$ cat config.mk
export PLATFORM = sky130hd
export DESIGN_NAME = fifo_stream_reader
export DESIGN_NICKNAME = d
export VERILOG_FILES = /design/src/rtl/fifo_stream_reader.sv
export SDC_FILE = /design/constraint.sdc
export NUM_CORES = 1
export LEC_CHECK = 0
export ABC_AREA = 0
export BUFFER_PORTS_ARGS = -buffer_cell sky130_fd_sc_hd__buf_4
export CAP_MARGIN = 20
export CORE_MARGIN = 5
export CORE_UTILIZATION = 51
export DETAILED_ROUTE_END_ITERATION = 6
export GPL_TIMING_DRIVEN = 0
export PLACE_DENSITY = 0.74
export RECOVER_POWER = 25
export SLEW_MARGIN = 15
export SYNTH_ARGS = -nofsm -noshare
export SYNTH_HDL_FRONTEND = slang
export SYNTH_SLANG_ARGS = --single-unit
export TNS_END_PERCENT = 50
$ cat constraint.sdc
create_clock -name clk -period 2.6 [get_ports clk]
set_clock_uncertainty 0.15 [all_clocks]
set_input_delay 0.65 -clock clk [delete_from_list [all_inputs] [get_ports clk]]
set_output_delay 0.65 -clock clk [all_outputs]
set_load 0.005 [all_outputs]
$ cat src/rtl/fifo_stream_reader.sv
// Drains a FIFO read port (data valid one cycle after read) into a 3-deep queue and
// presents it as a valid/ready stream with BURST_LEN framing; FIFO_READER_CNT_EN adds beat_cnt.
module fifo_stream_reader #(
  parameter int DATA_WITH = 16,
  parameter int BURST_LEN = 32
) (
  input  logic                 clk,
  input  logic                 rst,
  input  logic                 empty_flag,
  output logic                 read,
  input  logic [DATA_WITH-1:0] data_out,
  output logic                 m_valid,
  input  logic                 m_ready,
  output logic [DATA_WITH-1:0] m_data,
  output logic                 m_last
`ifdef FIFO_READER_CNT_EN
  ,
  output logic [31:0]          beat_cnt
`endif
);

  localparam int DEPTH = 3;
  localparam logic [15:0] BURST_LAST = 16'(BURST_LEN - 1);

  logic [DATA_WITH-1:0] q_data_reg  [DEPTH];
  logic [DATA_WITH-1:0] q_data_next [DEPTH];
  logic                 q_last_reg  [DEPTH];
  logic                 q_last_next [DEPTH];
  logic [1:0]           occ_reg, occ_next;
  logic                 inflight_reg;
  logic [15:0]          burst_cnt_reg, burst_cnt_next;
  logic                 push, pop, push_tag;
  logic [1:0]           wr_idx;

  assign m_valid  = (occ_reg != 2'd0);
  assign m_data   = q_data_reg[0];
  assign m_last   = q_last_reg[0];
  assign push     = inflight_reg;
  assign pop      = m_valid && m_ready;
  assign push_tag = (burst_cnt_reg == BURST_LAST);
  assign wr_idx   = occ_reg - {1'b0, pop};

  // The word already in flight is counted as occupied, so the queue can never
  // overflow; m_ready is deliberately kept out of this path.
  assign read = !rst && !empty_flag && (({1'b0, occ_reg} + {2'b00, inflight_reg}) < 3'd3);

  // Head is slot 0; a pop shifts everything down, a push lands just past the survivors.
  genvar gi;
  generate
    for (gi = 0; gi < DEPTH; gi++) begin : g_slot
      logic [DATA_WITH-1:0] kept_data;
      logic                 kept_last;
      if (gi < DEPTH - 1) begin : g_shift
        assign kept_data = pop ? q_data_reg[gi+1] : q_data_reg[gi];
        assign kept_last = pop ? q_last_reg[gi+1] : q_last_reg[gi];
      end else begin : g_tail
        assign kept_data = q_data_reg[gi];
        assign kept_last = q_last_reg[gi];
      end
      assign q_data_next[gi] = (push && wr_idx == 2'(gi)) ? data_out : kept_data;
      assign q_last_next[gi] = (push && wr_idx == 2'(gi)) ? push_tag : kept_last;
    end
  endgenerate

  assign occ_next = occ_reg + {1'b0, push} - {1'b0, pop};

  // Burst position only advances on pushed words, so FIFO gaps simply pause it.
  always_comb begin
    burst_cnt_next = burst_cnt_reg;
    if (push) begin
      burst_cnt_next = push_tag ? 16'd0 : burst_cnt_reg + 16'd1;
    end
  end

  always_ff @(posedge clk) begin
    if (rst) begin
      occ_reg       <= '0;
      inflight_reg  <= 1'b0;
      burst_cnt_reg <= '0;
      for (int i = 0; i < DEPTH; i++) begin
        q_data_reg[i] <= '0;
        q_last_reg[i] <= 1'b0;
      end
    end else begin
      occ_reg       <= occ_next;
      inflight_reg  <= read;
      burst_cnt_reg <= burst_cnt_next;
      q_data_reg    <= q_data_next;
      q_last_reg    <= q_last_next;
    end
  end

`ifdef FIFO_READER_CNT_EN
  logic [31:0] beat_cnt_reg;

  always_ff @(posedge clk) begin
    if (rst) begin
      beat_cnt_reg <= '0;
    end else if (pop) begin
      beat_cnt_reg <= beat_cnt_reg + 32'd1;
    end
  end

  assign beat_cnt = beat_cnt_reg;
`endif

endmodule

== Word level (Yosys, flattened, before mapping) ==
Index checks and enable logic that the tools add are counted.

* Register bits: 70
* Memory bits (writable): 0
* ROM bits: 0
* Output and inout port bits: 19
* Input bits: 20
* Word-level logic and storage cells: 39
* Memories kept: 0
* Latch bits: 0

* Divide/modulo/power cells: 0
* Reduce and logical (&&, ||, !) cells: 12
* Muxes and demuxes: 9
* $mul: 0
* Shift operators: 0
* $lt $le $gt $ge: 1
* Add/sub/neg operators: 5
* Bitwise logic cells: 0
* Equality and inequality tests: 3

{| class="wikitable"
|+ Operator list
! kind !! number
|-
| $mux W16 || 5
|-
| $add A16 B1 Y16 const B || 1
|-
| $eq A16 B5 Y1 const B || 1
|-
| $logic_and A1 B1 Y1 || 6
|-
| $reduce_bool A2 Y1 || 3
|-
| $mux W1 || 4
|-
| $sub A2 B1 Y2 || 2
|-
| $add A2 B1 Y3 || 1
|-
| $lt A3 B2 Y1 const B || 1
|-
| $add A2 B1 Y2 || 1
|-
| $eq A2 B1 Y1 const B || 1
|-
| $eq A2 B2 Y1 const B || 1
|-
| $logic_not A1 Y1 || 2
|-
| $logic_not A2 Y1 || 1
|}

== Longest topological paths before layout ==
* Word-level depth: 6
* Mapped depth: 11
* Depth with buffers taken out: 9

== Worst setup path before layout ==
No wires, ideal clock.

* Kind: reg-to-reg
* Start point: register occ_reg[0]
* End point: register q_data_reg, in the netlist g_slot[2].kept_data[10]
* Buffers on the path: 3
* Stages on the path, launching flop included: 12
* Required time: 2322 ps
* Arrival: 2376 ps
* Setup time: 128 ps
* Slack: -53 ps
* Clock period less this slack: 2653 ps
* Path through: dfxtp_1 > or2_2 > clkbuf_1 > nand2_2 > buf_4 > inv_1 > ha_1 > xnor2_1 > nor2_2 > buf_4 > mux2i_1 > nor2_1

* Longest elaborated chain between the ends: 5

{| class="wikitable"
|+ RTL lines
! what !! line !! text
|-
| from (decl) || 29 || <nowiki>logic [1:0] occ_reg, occ_next;</nowiki>
|-
| from (signal assigned) || 85 || <nowiki>occ_reg <= occ_next;</nowiki>
|-
| $reduce_bool A2 Y1 || 35 || <nowiki>assign m_valid = (occ_reg != 2'd0);</nowiki>
|-
| named net m_valid || 12 || <nowiki>output logic m_valid,</nowiki>
|-
| $logic_and A1 B1 Y1 || 39 || <nowiki>assign pop = m_valid && m_ready;</nowiki>
|-
| $sub A2 B1 Y2 || 41 || <nowiki>assign wr_idx = occ_reg - {1'b0, pop};</nowiki>
|-
| $eq A2 B2 Y1 || 60 || <nowiki>assign q_data_next[gi] = (push && wr_idx == 2'(gi)) ? data_out : kept_data;</nowiki>
|-
| $logic_and A1 B1 Y1 || 60 ||
|-
| to (signal assigned) || 88 || <nowiki>q_data_reg <= q_data_next;</nowiki>
|-
| to (decl) || 25 || <nowiki>logic [DATA_WITH-1:0] q_data_reg [DEPTH];</nowiki>
|}

The timed path passes the listed nets, and every way through them passes these cells.
A chain may end at the register's enable or synchronous reset.

== Worst setup path in the final report ==
* Start point: register occ_reg[0]
* End point: output read

* Longest elaborated chain between the ends: 3

{| class="wikitable"
|+ RTL lines
! what !! line !! text
|-
| $add A2 B1 Y3 || 45 || <nowiki>assign read = !rst && !empty_flag && (({1'b0, occ_reg} + {2'b00, inflight_reg}) < 3'd3);</nowiki>
|-
| $lt A3 B2 Y1 || 45 ||
|-
| $logic_and A1 B1 Y1 || 45 ||
|-
| to (decl) || 10 || <nowiki>output logic read,</nowiki>
|}

No other way between the ends.

==> metrics.md <==
| Metric | Value |
|---|---|
| CP Launch Type | `register` |
| Sequential share of the synthesized area | `0.459` |
| Int Power | `0.00231 W` |
| Num CTS Buffers | `9` |
| Via/cell ratio | `5.42` |
| Layout Utilization | `0.646` |
| Max VDD drop | `0.000452 V` |
| Layout area overhead | `24.5%` |
| Residual DRC | `0` |
| Top area cells in the synthesized netlist | `dfxtp_1, mux2i_1, nor2_1, a211oi_1, xnor2_1` |
| Peak Freq | `401 MHz` |
| Area of the die | `7640 sq um` |
| Number of H-tree levels | `3` |
| Synthesized cell area | `3050 sq um` |
| # IOs | `39` |
| Actual slew at the worst max-slew pin | `0.581 ns` |
| WHS | `0.336 ns` |
| Setup WS pre-CTS | `-0.538 ns` |
| CP endpoint kind | `output port` |
| Sw frac | `0.300` |
| Initial antenna violation count | `0` |
| Die X | `about 87 um` |
| Synth Register Bits | `70` |
| Starting Density | `0.519` |
| Mean Syn Cell Area | `9.67 sq um` |
| Unique masters post-synth | `30` |
| Syn Inst Count | `around 320` |
| Flop pwr share | `0.420` |
| RSZ-0062 raised after global routing | `false` |
| WL final | `7.09 mm` |
| Arr. time, crit path | `1.69 ns` |
| Syn nets | `342` |
| Yosys warning count | `0` |
| Worst reg2reg startpoint | `occ_reg[0]$_SDFF_PP0_` |
| Post-DP HPWL | `4.63 mm` |
| Crit path to | `read` |
| Synth top area share | `0.459` |
| Worst hold path type | `in -> reg` |
| Leading cell types in the layout, fill and taps excluded | `nor2_1, dfxtp_1, mux2i_1` |
| Largest net degree at the start of global routing | `13` |
| Final nets | `398` |
| WL per Instance | `15.7 um` |
| Commonest non-fill, non-tap cell in the layout | `nor2_1` |
| Clock power share | `0.289` |
| Worst-skew pair later-pin latency | `0.35 ns` |
| Root Buffer | `clkbuf_8` |
| LEAKAGE | `approximately 1.6 nW` |
| Total design power | `0.00331 W` |
| Reg2Reg Depth | `11` |
| GR Overflow Total | `0` |
| Port bufs | `38` |
| Worst endpoint required time | `1.80 ns` |
| Flop2flop setup slack | `0.15 ns` |
| Routed vias | `~2,500` |
| CP startpoint | `occ_reg[0]$_SDFF_PP0_` |
| Drt initial violations | `115` |
| Number of global-route vias before repair | `between 2,000 and 2,500` |
| Clock Path Buffers | `2` |
| Sink Count | `70` |
| Overall global routing resource usage | `0.199` |
| Antenna Cells | `0` |
| Router iterations before antenna repair | `4` |
| Fillcell total | `491` |
| GP Congestion | `~0.78` |
| Final hold viol count | `0` |
| Global-route wire length before repair | `approximately 12 mm` |
| Setup ws final | `0.105 ns` |
| # hold bufs at CTS | `0` |
| Capture point of the worst reg-to-reg path | `q_data_reg[22]$_SDFFE_PP0P_` |
| Final period utilization | `0.959` |
| CORE AREA | `5890 sq um` |
| Die Y | `87.4 um` |
| CP max FO | `4` |
| Final setup violation count | `0` |
| Clock-pin slew on the worst setup and hold paths | `0.08 ns` |
| Logic pwr share | `0.291` |
| Pwr/cell area | `approximately 870 nW/um^2` |
| Post-route cell area | `3800 sq um` |
| Max Transition Viols Final | `0` |
| Leading area contributor after synthesis | `dfxtp_1` |
| Post-Place Cell Area | `3440 sq um` |
| CTS tree | `yes` |
| Relative slew slack | `0.609` |
| Max Cap Violations | `0` |
| Critical path type | `reg -> out` |
| Core Rows | `28` |
| Routed Antenna Nets | `0` |
| Fin crit period | `2.49 ns` |
| Status | `completed` |
| Layout cells sized above 1 | `0.231` |
| NetSw | `0.000991 W` |
synth_stat cells:
cell	count
or2_2	1
nand3_1	5
nand3b_1	1
o21ai_0	1
xor2_1	4
xnor2_1	13
a21oi_1	1
a211oi_1	34
buf_4	4
or3_1	1
a21o_4	1
a2111oi_0	2
nand2_1	7
dfxtp_1	70
clkbuf_1	13
nor4_4	1
nand2_2	1
nor2b_1	1
and4_1	1
buf_2	2
nor4_1	4
nor2_2	1
buf_6	1
nand4_1	6
or4_4	2
ha_1	6
inv_1	6
nor3_1	4
nor2_1	70
mux2i_1	52
worst max-delay path, stage by stage (launching register included):
cell	delay, ns
dfxtp_2	0.34
ha_1	0.19
ha_1	0.29
a2111oi_2	0.36
buf_4	0.16
final cells by class:
type	instances	area [sq um]	share of cell area
buffer	19	155	0.0408
clock buffer	9	124	0.0326
timing repair buffer	46	349	0.0918
tap	75	93.8	0.0247
clock inverter	7	88.8	0.0234
inverter	6	22.5	0.00592
sequential	70	1400	0.369
multi-input combinational	220	1570	0.412
how the worst min path moves through the flow:
stage / slack, ns / start / cells past startpoint / endpoint
after floorplan: 0.30 / g_slot[2].kept_last$_SDFFE_PP0P_ / 2 / g_slot[2].kept_last$_SDFFE_PP0P_
after global placement: 0.32 / g_slot[2].kept_data[12]$_SDFFE_PP0P_ / 2 / g_slot[2].kept_data[12]$_SDFFE_PP0P_
after global routing: 0.33 / empty_flag / 2 / inflight_reg$_SDFF_PP0_
after CTS: 0.32 / empty_flag / 2 / inflight_reg$_SDFF_PP0_
after detailed placement: 0.33 / g_slot[2].kept_last$_SDFFE_PP0P_ / 2 / g_slot[2].kept_last$_SDFFE_PP0P_
final: 0.34 / empty_flag / 2 / inflight_reg$_SDFF_PP0_
per-layer routing:
metal	track usage	up-vias	share of wire
li1	-	1224	-
met1	0.255	1175	0.46
met2	0.324	38	0.48
met3	0.0492	13	0.039
met4	0.0697	0	0.018
met5	0	-	0
logic make-up (layout without fill, tap and decap cells):
family / Yosys count / count (layout) / synth area share
AO/OA/AOI/OAI: 39 / 39 / 0.0975
XOR/XNOR: 17 / 17 / 0.0487
adder cells (fa/ha/maj): 6 / 6 / 0.0246
buffers and inverters: 26 / 87 / 0.0401
flip-flops: 70 / 70 / 0.459
multiplexers: 52 / 52 / 0.170
AND/OR/NAND/NOR: 106 / 106 / 0.160
through the flow:
step / std cells / TNS (ns)
2_1_floorplan: 316 / -0.0953
3_3_place_gp: 429 / -18.22
3_5_place_dp: 429 / -20.05
4_1_cts: 448 / 0
5_1_grt: 452 / 0
6_report: 452 / 0
power by group through the flow:
stage	clock network, W	registers, W	logic (W)
global route	0.00101	0.00142	0.00106
detailed placement	0	0.00141	0.000849
finish	0.000954	0.00139	0.000962
global placement	0	0.00141	0.000825
floorplan	0	0.00139	0.000528
CTS	0.000960	0.00139	0.000907
repair_timing:
action,4_1_cts,5_1_grt
endpoints found under the setup margin,51,52
pin swaps,3,2
buffers inserted,3,5
gates cloned,0,0
gates resized for setup,17,18
(Power assumes the default switching activity.)
